## config.mk

```make
export PLATFORM = sky130hd
export DESIGN_NAME = dar_arbiter
export DESIGN_NICKNAME = d
export VERILOG_FILES = /design/src/rtl/dar_arbiter.sv
export SDC_FILE = /design/constraint.sdc
export NUM_CORES = 1
export LEC_CHECK = 0
export ABC_CLOCK_PERIOD_IN_PS = 1700
export BUFFER_PORTS_ARGS = -buffer_cell sky130_fd_sc_hd__buf_4
export CAP_MARGIN = 20
export CORE_ASPECT_RATIO = 2
export CORE_UTILIZATION = 42
export DETAILED_ROUTE_END_ITERATION = 8
export MAX_ROUTING_LAYER = met4
export PLACE_DENSITY = 0.79
export SLEW_MARGIN = 20
export SYNTH_ARGS = -nofsm -noshare
export SYNTH_HDL_FRONTEND = slang
export SYNTH_SLANG_ARGS = --single-unit
```

## constraint.sdc

```tcl
create_clock -name clk -period 1.7 [get_ports clk]
set_clock_uncertainty 0.05 [all_clocks]
set_input_delay 0.085 -clock clk [delete_from_list [all_inputs] [get_ports clk]]
set_output_delay 0.085 -clock clk [all_outputs]
set_load 0.1 [all_outputs]
```

## src/rtl/dar_arbiter.sv

```systemverilog
`default_nettype none
// ============================================================================
// Module : dar_arbiter
// Two-port round-robin arbiter sharing a 4x8 register array between A and B,
// with MAX_BURST-bounded ownership and registered grant/ack/read-data returns.
// Rev    : 1.0
// ============================================================================
module dar_arbiter #(
  parameter int unsigned DW        = 8,
  parameter int unsigned AW        = 2,
  parameter int unsigned MAX_BURST = 4
) (
  input  logic          clk,
  input  logic          rst_n,
  input  logic          a_req,
  input  logic          a_we,
  input  logic [AW-1:0] a_addr,
  input  logic [DW-1:0] a_wdata,
  output logic          a_gnt,
  output logic          a_ack,
  output logic [DW-1:0] a_rdata,
  input  logic          b_req,
  input  logic          b_we,
  input  logic [AW-1:0] b_addr,
  input  logic [DW-1:0] b_wdata,
  output logic          b_gnt,
  output logic          b_ack,
  output logic [DW-1:0] b_rdata,
  output logic          rf_w_en,
  output logic          rf_r_en,
  output logic [AW-1:0] rf_addr,
  output logic [DW-1:0] rf_data_in,
  input  logic [DW-1:0] rf_data_out
);

  typedef enum logic [1:0] {
    IDLE  = 2'd0,
    OWN_A = 2'd1,
    OWN_B = 2'd2
  } state_e;

  localparam logic [3:0] c_MAX_BURST = 4'(MAX_BURST);

  state_e        state_q, state_d;
  logic [3:0]    burst_cnt_q, burst_cnt_d;
  logic          last_owner_q, last_owner_d;  // 1 = B owned last
  logic          a_ack_q, a_ack_d, b_ack_q, b_ack_d;
  logic [DW-1:0] a_rdata_q, a_rdata_d, b_rdata_q, b_rdata_d;

  logic          w_own_a, w_own_b, w_own_req, w_oth_req, w_access, w_we;
  logic [AW-1:0] w_addr;
  logic [DW-1:0] w_wdata;
  logic [3:0]    w_cnt_inc;

  always_comb begin
    w_own_a   = (state_q == OWN_A);
    w_own_b   = (state_q == OWN_B);
    w_own_req = (w_own_a & a_req) | (w_own_b & b_req);
    w_oth_req = (w_own_a & b_req) | (w_own_b & a_req);
    w_access  = w_own_req;
    w_we      = w_own_a ? a_we    : b_we;
    w_addr    = w_own_a ? a_addr  : b_addr;
    w_wdata   = w_own_a ? a_wdata : b_wdata;
    w_cnt_inc = burst_cnt_q + 4'd1;
  end

  always_comb begin
    state_d      = state_q;
    burst_cnt_d  = burst_cnt_q;
    last_owner_d = last_owner_q;
    a_ack_d      = w_access & w_own_a;
    b_ack_d      = w_access & w_own_b;
    a_rdata_d    = a_rdata_q;
    b_rdata_d    = b_rdata_q;

    if (w_access && !w_we) begin
      if (w_own_a) a_rdata_d = rf_data_out;
      else         b_rdata_d = rf_data_out;
    end

    case (state_q)
      IDLE: begin
        if (a_req && b_req) state_d = last_owner_q ? OWN_A : OWN_B;
        else if (a_req)     state_d = OWN_A;
        else if (b_req)     state_d = OWN_B;
      end
      OWN_A, OWN_B: begin
        if (w_own_req) begin
          burst_cnt_d = w_cnt_inc;
          // Burst limit only forces a handover when the other side is waiting.
          if (w_cnt_inc == c_MAX_BURST) begin
            burst_cnt_d = 4'd0;
            if (w_oth_req) begin
              state_d      = w_own_a ? OWN_B : OWN_A;
              last_owner_d = w_own_b;
            end
          end
        end else begin
          burst_cnt_d  = 4'd0;
          last_owner_d = w_own_b;
          if (w_oth_req) state_d = w_own_a ? OWN_B : OWN_A;
          else           state_d = IDLE;
        end
      end
      default: state_d = IDLE;
    endcase
  end

  always_ff @(posedge clk or negedge rst_n) begin
    if (!rst_n) begin
      state_q      <= IDLE;
      burst_cnt_q  <= 4'd0;
      last_owner_q <= 1'b1;
      a_ack_q      <= 1'b0;
      b_ack_q      <= 1'b0;
      a_rdata_q    <= '0;
      b_rdata_q    <= '0;
    end else begin
      state_q      <= state_d;
      burst_cnt_q  <= burst_cnt_d;
      last_owner_q <= last_owner_d;
      a_ack_q      <= a_ack_d;
      b_ack_q      <= b_ack_d;
      a_rdata_q    <= a_rdata_d;
      b_rdata_q    <= b_rdata_d;
    end
  end

  assign a_gnt      = w_own_a;
  assign b_gnt      = w_own_b;
  assign a_ack      = a_ack_q;
  assign b_ack      = b_ack_q;
  assign a_rdata    = a_rdata_q;
  assign b_rdata    = b_rdata_q;
  assign rf_w_en    = w_access & w_we;
  assign rf_r_en    = w_access & ~w_we;
  assign rf_addr    = w_access ? w_addr : '0;
  assign rf_data_in = (w_access && w_we) ? w_wdata : '0;

endmodule
`default_nettype wire
```

[Word level (Yosys, flattened, before mapping)]
Index checks and enable logic that the tools add are counted.
Storage, ports and cells
  flip-flop bits (word level): 25
  bits in latches: 0
  bits in writable memories: 0
  memory bits (read-only): 0
  word-level logic and storage cells: 58
  memories: 0
Operators by class
  add/sub/neg operators: 1
  multiply operators: 0
  divide/modulo/power cells: 0
  $lt $le $gt $ge: 0
  eq/ne operators: 8
  shift-type cells: 0
  multiplexer cells: 20
  bitwise operators: 12
  reductions and logical operators: 10
Operators with widths (count)
  $mux W2: 11
  $mux W8: 2
  $and A1 B1 Y1: 8
  $mux W4: 2
  $ne A3 B3 Y1 const B: 2
  $reduce_and A3 Y1: 2
  $add A4 B1 Y4 const B: 1
  $eq A4 B3 Y1 const B: 1
  $mux W1: 4
  $ne A4 B4 Y1 const B: 1
  $pmux W2 S2: 1
  $reduce_and A2 Y1: 2
  $logic_and A1 B1 Y1: 3
  $eq A2 B1 Y1 const B: 1
  $eq A2 B2 Y1 const B: 1
  $logic_not A2 Y1: 1
  $ne A2 B1 Y1 const B: 1
  $ne A2 B2 Y1 const B: 1
  $not A1 Y1: 2
  $or A1 B1 Y1: 2
  $reduce_or A2 Y1: 1
  $logic_not A1 Y1: 1

[Depth between registers and ports, before layout]
Gate-level depths: netlist (run 1).
  depth in word-level cells: 7
  depth in mapped cells: 7

[Least setup slack after synthesis (run 1)]
Ideal clock, no wire load.
  kind: register -> output
  from: reg state_q[1]
  to: out rf_addr[0]
  arrival: 3.374 ns
  setup slack: -1.809 ns
  cell stages (with the launch flop): 7
  path through: dfrtp_1 -> inv_1 -> ha_1 -> buf_4 -> buf_2 -> nand2_1 -> o22ai_1
On the way
  longest elaborated chain between the ends: 4
RTL lines
  start, declared: line 44  | state_e state_q, state_d;
  start signal, assigned: line 119  | state_q <= state_d;
  $eq A2 B1 Y1 (*): line 56  | w_own_a = (state_q == OWN_A);
  net a_gnt: line 19  | output logic a_gnt,
  $and A1 B1 Y1: line 58  | w_own_req = (w_own_a & a_req) | (w_own_b & b_req);
  $or A1 B1 Y1: line 58
  $mux W2 (*): line 137  | assign rf_addr = w_access ? w_addr : '0;
  end, declared: line 31  | output logic [AW-1:0] rf_addr,
The timed path passes the listed nets; every way through them passes the cells marked *.

[Worst setup path in the final report (run 1)]
  from: reg state_q[1]
  to: out rf_w_en
On the way
  longest elaborated chain between the ends: 4
RTL lines
  $eq A2 B1 Y1 / $eq A2 B2 Y1 (equally long branches): line 56, 57
  $and A1 B1 Y1: line 58
  $or A1 B1 Y1: line 58
  $and A1 B1 Y1 (*): line 135  | assign rf_w_en = w_access & w_we;
  end, declared: line 29  | output logic rf_w_en,
Mark *: on every way between the ends. The rest lies on a longest branch, timed or not.

==> results summary, run 1 <==
The flow ran to the end, but the final reports show violations. The checks that failed: DRC, setup timing. The number of antenna repair diodes came out at 0. The width of the die is 43.53 um. The clock network power share came out at 0.063. The gate family responsible for the most delay along the worst path is buffers and inverters.

The share of flip-flops with an asynchronous set or reset after synthesis came out at 1.000. The detailed router finished its first iteration with 50 violations. The wire length of the first global-routing pass came out at 7107 um. The count of final max-slew check failures came out at 0. The synthesized area is 0.001449 sq mm. Across every metal layer, demand over resource in global routing totals 0.2661. Once layout is complete, the utilization of the core stands at 0.8218. The arrival time of the worst setup path came out at 1.88 ns. The cell with the largest stage delay on the worst path is sky130_fd_sc_hd__dfrtp_1.

In this run the static leakage power is 1.193 nW. The post-detailed-routing wire length came out at 4642 um. Setup repair after global routing could not meet its margin everywhere.

The number of global-route vias before repair came out at 1563. The final weighted congestion in routability-driven placement is 0.8483. The critical path contains buffers and inverters numbering 4 combined.

The final count of negative-setup-slack endpoints came out at 34. The largest buffer count on any clock path is 2. VDD sags by at most 1521 uV. The maximum frequency from static timing analysis came out at 0.4963 GHz. The most critical setup path has its endpoint at rf_w_en. The half-perimeter wire length of the detailed placement result is 3002 um. The row count came out at 29. The total power came out at 5.571 mW. The routed wirelength normalized by instance count is 18.72 um. The synthesized design contains 25 register bits. The vias per cell came out at 5.694. The total count of hold-check failures in the final report is 0.

In this run the top signal layer used is met4. The die covers 0.003703 sq mm. The layout cell share with drive strength beyond 1 is 0.6959. After global routing the overflow that remains totals 0. STA puts the critical path data required time at 1.56 ns. The tightest slew margin relative to the limit is 0.7710.

The largest net degree at the start of global routing is 26. The die span in y is 85.06 um. The combinational share of power came out at 0.759.

The proportion of total power due to net switching came out at 0.5700. By area the synthesized netlist is led by sky130_fd_sc_hd__dfrtp_1, sky130_fd_sc_hd__mux2_4, sky130_fd_sc_hd__mux2_2, sky130_fd_sc_hd__mux2i_1, sky130_fd_sc_hd__ha_1. The placement-stage cell area came out at 0.002233 sq mm. The number of antenna violations at the first check in global routing was 0.

The number of optimization iterations in the first detailed-route pass came out at 6. Summed over all instances, the cell type with the most area after synthesis is sky130_fd_sc_hd__dfrtp_1. The post-route standard cell area excluding fillers is 0.002654 sq mm. Yosys mapped the design onto 40 distinct sky130hd cell types. The setup slack of the most critical reg-to-reg path is -0.24 ns. The clock sink count is 25. The number of synthesis warnings came out at 0. The number of instances in the synthesized netlist came out at 124.

The worst setup path is captured at a primary output. In this run the critical register-to-register path is captured at state_q[0]$_DFFE_PN0P_. For this run, design rule violations remaining after detail routing come to 16. The maximum cell stage delay along the critical path came out at 0.43 ns.

The most critical setup path has its startpoint at state_q[1]$_DFFE_PN0P_. The flip-flop cell with the highest count after synthesis is sky130_fd_sc_hd__dfrtp_1. For the pin with the worst max-slew slack, the measured transition is 0.3428 ns. The insertion delay of the later-clocked pin in the worst-skew pair is 0.27 ns. Counting flops with a built-in enable in the synthesized netlist gives 0. The pre-CTS setup slack is -0.1522 ns. The vias after detailed routing came out at 1412.

The count of maximum capacitance violations came out at 0. STA classifies the critical path startpoint as a register. The count of buffers from port buffering came out at 65. In this run the mean area of a mapped cell was 11.68 sq um. The largest fanout of any net on the critical path came out at 6.

The critical path goes through inv_2 > ha_4 > buf_6 > mux2_4 > nand2_8 > clkinvlp_4 > buf_12. The share of synthesized area in the top cell type comes to 0.4145. CTS placed an instance of sky130_fd_sc_hd__clkbuf_8 at the clock tree root.

The sequential element share of the synthesized area came out at 0.4326. In this run the number of H-tree levels came out at 1. The growth of design area from synthesis to finish is 83.16%. The met1 layer wirelength in the final routing came out at 1421 um. The effective utilization at floorplan came out at 0.4487. In the detailed route, the total length drawn on met2 is 2797 um.

The remaining antenna violation count came out at 0. The min-delay analysis places its worst path in the category input pin to register. The count of pins on the block boundary is 66. The clock tree from TritonCTS is done. The critical path in this run is classified as register to primary output. Power spread over the standard cell area amounts to 2099 mW/mm^2. Dividing the final minimum period by the clock period gives 1.185. The internal power component came out at 2.395 mW. After clock tree synthesis, the clock-pin slew on the worst setup and hold paths is 0.08 ns. The post-synthesis net count came out at 164. Across all setup checks in the final design, the least slack found is -0.3149 ns. The clock period minus worst slack is 2.015 ns. The number of cell instances on the worst register-to-register path came out at 7. The total length of routed met3 wires came out at 263 um.

The sequential power share is 0.178. Summed over all nets, the switching power comes to 3.175 mW. In this run the critical register-to-register path is launched from state_q[1]$_DFFE_PN0P_.

Clock tree synthesis inserted a total of 3 buffers. In this run the standard cell core region covers 0.003229 sq mm. The critical path runs through a total of 7 cells. The final net count is 258.
==> flip-flops by register name, summed over array words and instances, names as in the netlist <==
register and flops:
a_ack 1, b_rdata 8, state_q 2, b_ack 1
last_owner_q 1, burst_cnt_q 4, a_rdata 8
==> metal layers <==
| layer | global-route usage | vias to the layer above |
|---|---|---|
| met1 | 0.2347 | 690 |
| li1 | - | 627 |
| met4 | 0.1477 | 0 |
| met5 | - | - |
| met2 | 0.5083 | 81 |
| met3 | 0.02979 | 14 |
==> cell usage in the layout (no fill, tap or decap), types with 2 or more instances in the layout <==
cell,synthesis,routed
sky130_fd_sc_hd__a21oi_1,4,4
sky130_fd_sc_hd__and2_4,1,2
sky130_fd_sc_hd__buf_12,0,14
sky130_fd_sc_hd__buf_4,1,70
sky130_fd_sc_hd__buf_6,1,2
sky130_fd_sc_hd__clkbuf_8,0,3
sky130_fd_sc_hd__dfrtp_1,24,23
sky130_fd_sc_hd__dlygate4sd3_1,0,5
sky130_fd_sc_hd__ha_1,6,3
sky130_fd_sc_hd__ha_4,0,3
sky130_fd_sc_hd__inv_2,0,2
sky130_fd_sc_hd__mux2_2,10,8
sky130_fd_sc_hd__mux2_4,8,10
sky130_fd_sc_hd__mux2i_1,10,4
sky130_fd_sc_hd__mux2i_2,0,6
sky130_fd_sc_hd__nand2_1,9,7
sky130_fd_sc_hd__nand2_8,0,2
sky130_fd_sc_hd__nor2_1,14,3
sky130_fd_sc_hd__nor2_4,0,10
sky130_fd_sc_hd__nor3_1,2,2
sky130_fd_sc_hd__o22ai_4,0,2
sky130_fd_sc_hd__o31ai_2,1,2
==> cell usage after synthesis (2+ instances only) <==
| master | n |
|---|---|
| sky130_fd_sc_hd__o22ai_1 | 2 |
| sky130_fd_sc_hd__a21oi_1 | 4 |
| sky130_fd_sc_hd__mux2_4 | 8 |
| sky130_fd_sc_hd__dfrtp_1 | 24 |
| sky130_fd_sc_hd__nand2_1 | 9 |
| sky130_fd_sc_hd__inv_1 | 4 |
| sky130_fd_sc_hd__o31ai_1 | 2 |
| sky130_fd_sc_hd__mux2_2 | 10 |
| sky130_fd_sc_hd__ha_1 | 6 |
| sky130_fd_sc_hd__nor3_1 | 2 |
| sky130_fd_sc_hd__nor2_1 | 14 |
| sky130_fd_sc_hd__mux2i_1 | 10 |
| sky130_fd_sc_hd__nand3_1 | 2 |
==> kinds of logic (layout without fill, tap and decap cells) <==
logic type	count (synthesis)	after routing	synth area share
buffers and inverters	8	100	0.02935
adder cells (fa/ha/maj)	6	6	0.05181
multiplexers	29	29	0.2375
flip-flops	25	25	0.4326
AND/OR/NAND/NOR	37	38	0.1390
AO/OA/AOI/OAI	19	19	0.1097
==> layout make-up <==
cell class | instances | area [sq um]
multi-input cells | 92 | 1028
inverters | 4 | 18.77
fillers | 180 | 575.6
flip-flops and latches | 25 | 628.1
clock buffers | 3 | 41.29
repair buffers | 92 | 893.4
clock inverters | 1 | 5.005
well taps | 31 | 38.79
==> power by group through the flow <==
| stage | combinational [mW] | clock, mW | sequential (mW) |
|---|---|---|---|
| after floorplan | 1.51 | 0 | 2.36 |
| after global placement | 3.66 | 0 | 0.975 |
| after detailed placement | 3.71 | 0 | 0.992 |
| after CTS | 4.04 | 0.360 | 0.972 |
| after global routing | 4.36 | 0.378 | 1.01 |
| final | 4.23 | 0.351 | 0.991 |
==> worst reg2reg max path, delay by kind of cell (launching register included) <==
kind            cells  cell delay (ns)
buf+inv             2             0.22
compound gates      2             0.51
simple gates        1             0.10
fa+ha+maj           1             0.19
mux                 1             0.35
flops               1             0.42
==> how the worst min path moves through the flow <==
stage                   start                      to  slack (ns)  cells after the start
2_1_floorplan           rst_n         a_ack$_DFF_PN0_       -0.26                      0
3_3_place_gp            rst_n  b_rdata[1]$_DFFE_PN0P_       -0.05                      1
3_5_place_dp            rst_n  b_rdata[1]$_DFFE_PN0P_       -0.05                      1
4_1_cts        rf_data_out[0]  a_rdata[0]$_DFFE_PN0P_       0.001                      2
5_1_grt        rf_data_out[0]  b_rdata[0]$_DFFE_PN0P_       0.004                      2
6_report       rf_data_out[2]  b_rdata[2]$_DFFE_PN0P_       0.005                      2
==> per-stage QoR <==
step | TNS, ns | hold slack (ns) | std cells
after detailed placement | -2.630 | -0.04556 | 233
after global routing | -7.540 | 0.004311 | 248
final | -6.022 | 0.004562 | 248
after global placement | -1.059 | -0.04976 | 233
after floorplan | -9.495 | -0.2606 | 124
after CTS | -4.397 | 0.001205 | 247
==> repair_timing <==
action | in CTS | in global routing
resized for setup | 48 | 13
cloned | 1 | 0
setup endpoints to repair | 32 | 35
buffers inserted | 4 | 1
hold buffers | 5 | 0
hold endpoints to repair | 30 | 0
pin swaps | 6 | 1
No activity file was read; power rests on OpenSTA's default activity.
==> run 2, diff against run 1 <==
--- a/config.mk
+++ b/config.mk
@@ -13,6 +13,7 @@
 export DETAILED_ROUTE_END_ITERATION = 8
 export MAX_ROUTING_LAYER = met4
 export PLACE_DENSITY = 0.79
+export RECOVER_POWER = 100
 export SLEW_MARGIN = 20
 export SYNTH_ARGS = -nofsm -noshare
 export SYNTH_HDL_FRONTEND = slang
==> run 2 against run 1 <==
Compared with the run above: the flow still finishes with violations (DRC, setup timing); sequential share of layout area up 0.43 points; maximum frequency down 0.16%; clock-buffer cell count unchanged; design area down 1.8%; first-iteration DRC count up 2.0%; global-route usage unchanged; worst hold slack worse by 0.0023 ns; cell count unchanged; highest routed layer unchanged.
==> results summary, run 2 (synthesis results as in run 1) <==
The flow ran to the end, but the final reports show violations. The final reports fail on DRC, setup timing. Following the worst setup path forward leads to its endpoint at rf_w_en. The path length in cells of the critical path is 7.

The arrival time of the worst setup path is 1.88 ns. Setup repair after global routing could not meet its margin everywhere. The clock tree from TritonCTS is done.

STA classifies the critical path startpoint as a register. For this run, design rule violations remaining after detail routing come to 16. The initial DRC count is 51. At the end of routability-driven placement, the weighted congestion stood at 0.8483. Counting the buffers created by CTS gives 3. Leaving out fill and tap cells, the most frequent cell in the layout is sky130_fd_sc_hd__buf_4.

Clock-pin slew was measured on the worst setup and hold paths at 0.08 ns. Summed over all layers, the routed wires come to 4633 um. The post-route standard cell area excluding fillers came out at 0.002606 sq mm. The global-route usage over all layers is 0.2661.

The count of final max-slew check failures is 0. The row count is 29. The utilization after layout is 0.8071.

The share of the clock period used by the worst path is 1.187. Detailed routing placed a total of 2768 um of wire on met2. The count of maximum capacitance violations came out at 0.

The growth of design area from synthesis to finish is 79.88%. The half-perimeter wire length of the detailed placement result came out at 3002 um. The critical path capture point type is a primary output.

The final hold slack is 0.002243 ns. Port buffering added 65 buffers. The clock sink count came out at 25. The routed wirelength normalized by instance count came out at 18.68 um.

The number of antenna violations at the first check in global routing is 0. The setup path with the least slack is of type register to primary output. On the critical path, the stage with the largest delay is an instance of sky130_fd_sc_hd__dfrtp_1. The number of global-route vias before repair came out at 1563. In the layout the commonest cells are sky130_fd_sc_hd__buf_4, sky130_fd_sc_hd__dfrtp_1, sky130_fd_sc_hd__clkbuf_2. The number of optimization iterations in the first detailed-route pass is 6. The maximum cell stage delay along the critical path came out at 0.43 ns.

At the later pin of the worst-skew pair, clock insertion delay measures 0.27 ns. The maximum frequency from static timing analysis is 0.4955 GHz. The initial utilization of the core area, before any placement, comes to 0.4487. The floorplan core area is 0.003229 sq mm. The required time at the endpoint of the critical path is 1.56 ns. The vias after detailed routing is 1416. The layout cell share with drive strength beyond 1 came out at 0.6959.

The aggregate negative setup slack came out at -6.048 ns. The met1 layer wirelength in the final routing is 1410 um. After layout, the worst setup slack is -0.3181 ns. The total count of hold-check failures in the final report came out at 0. The highest metal layer with signal wires is met4.

The final count of negative-setup-slack endpoints came out at 34. The min-delay analysis places its worst path in the category input pin to register. The floorplan step set the die width to 43.53 um. The total length of routed met3 wires came out at 266 um. The largest fanout of any net on the critical path is 6. The area of the die came out at 0.003703 sq mm.

The setup slack of the most critical reg-to-reg path is -0.24 ns. The worst hold path begins at rf_data_out[2]. The tightest slew margin relative to the limit came out at 0.5928. In this run the number of H-tree levels came out at 1.

The number of antenna repair diodes came out at 0. The launching point of the worst reg2reg path is state_q[1]$_DFFE_PN0P_. Walking the worst path, the cells encountered are inv_2 > ha_4 > buf_6 > mux2_4 > nand2_8 > clkinvlp_4 > buf_12.

The measured slew at the worst slew-check pin is 0.6108 ns. The final net count came out at 258. The buffering stage count on the worst path with inverters included came out at 4. The count of pins on the block boundary came out at 66. The clock period minus worst slack came out at 2.018 ns. After detailed routing, the number of vias per cell comes to 5.710. The wire length of the first global-routing pass is 7107 um. In this run the worst setup path begins at state_q[1]$_DFFE_PN0P_. The clock tree root buffer cell is sky130_fd_sc_hd__clkbuf_8.

Entering global routing, the biggest net connects 26 pins. In this run the critical register-to-register path is captured at state_q[0]$_DFFE_PN0P_. The floorplan step set the die height to 85.06 um. The total congestion overflow is 0. The detail route stage leaves a number of antenna-violating nets equal to 0.

The number of cell instances on the worst register-to-register path came out at 7. Fill cells in the final layout number 194. The placement-stage cell area came out at 0.002233 sq mm. The cell family contributing the most delay on the critical path is buffers and inverters. The longest clock path from root to sink contains 2 buffers.
==> run 2: final cells by class <==
type / count / area (sq um) / share of cell area
timing repair buffer: 92 / 845.8 / 0.3245
sequential: 25 / 628.1 / 0.2410
multi-input combinational: 92 / 1028 / 0.3946
clock buffer: 3 / 41.29 / 0.01584
clock inverter: 1 / 5.005 / 0.001920
tap: 31 / 38.79 / 0.01488
inverter: 4 / 18.77 / 0.007201
==> run 2: per-layer routing <==
layer,track usage,vias to the layer above
met5,-,-
met4,0.1477,0
met3,0.02979,16
met2,0.5083,83
met1,0.2347,690
li1,-,627
==> run 2: timing repair <==
item | in CTS | in global routing
setup buffers | 4 | 1
hold buffers | 5 | 0
gates cloned | 1 | 0
pin swaps | 6 | 1
gates resized for setup | 48 | 13
endpoints found under the hold margin | 30 | 0
endpoints found under the setup margin | 32 | 35
==> run 2: worst min path at each step <==
| stage | endpoint | slack [ns] | depth (start not counted) |
|---|---|---|---|
| finish | b_rdata[2]$_DFFE_PN0P_ | 0.002 | 2 |
| floorplan | a_ack$_DFF_PN0_ | -0.26 | 0 |
| global route | b_rdata[0]$_DFFE_PN0P_ | 0.004 | 2 |
| CTS | a_rdata[0]$_DFFE_PN0P_ | 0.001 | 2 |
| global placement | b_rdata[1]$_DFFE_PN0P_ | -0.05 | 1 |
| detailed placement | b_rdata[1]$_DFFE_PN0P_ | -0.05 | 1 |
==> run 2: through the flow <==
| step | std cells | setup slack [ns] |
|---|---|---|
| 2_1_floorplan | 124 | -0.3978 |
| 3_3_place_gp | 233 | -0.1139 |
| 3_5_place_dp | 233 | -0.1522 |
| 4_1_cts | 247 | -0.2712 |
| 5_1_grt | 248 | -0.3474 |
| 6_report | 248 | -0.3181 |
Power of run 2 is left out: the tool's default activity adds up to more than one toggle a clock period on the data nets, which glitch-free logic cannot reach.
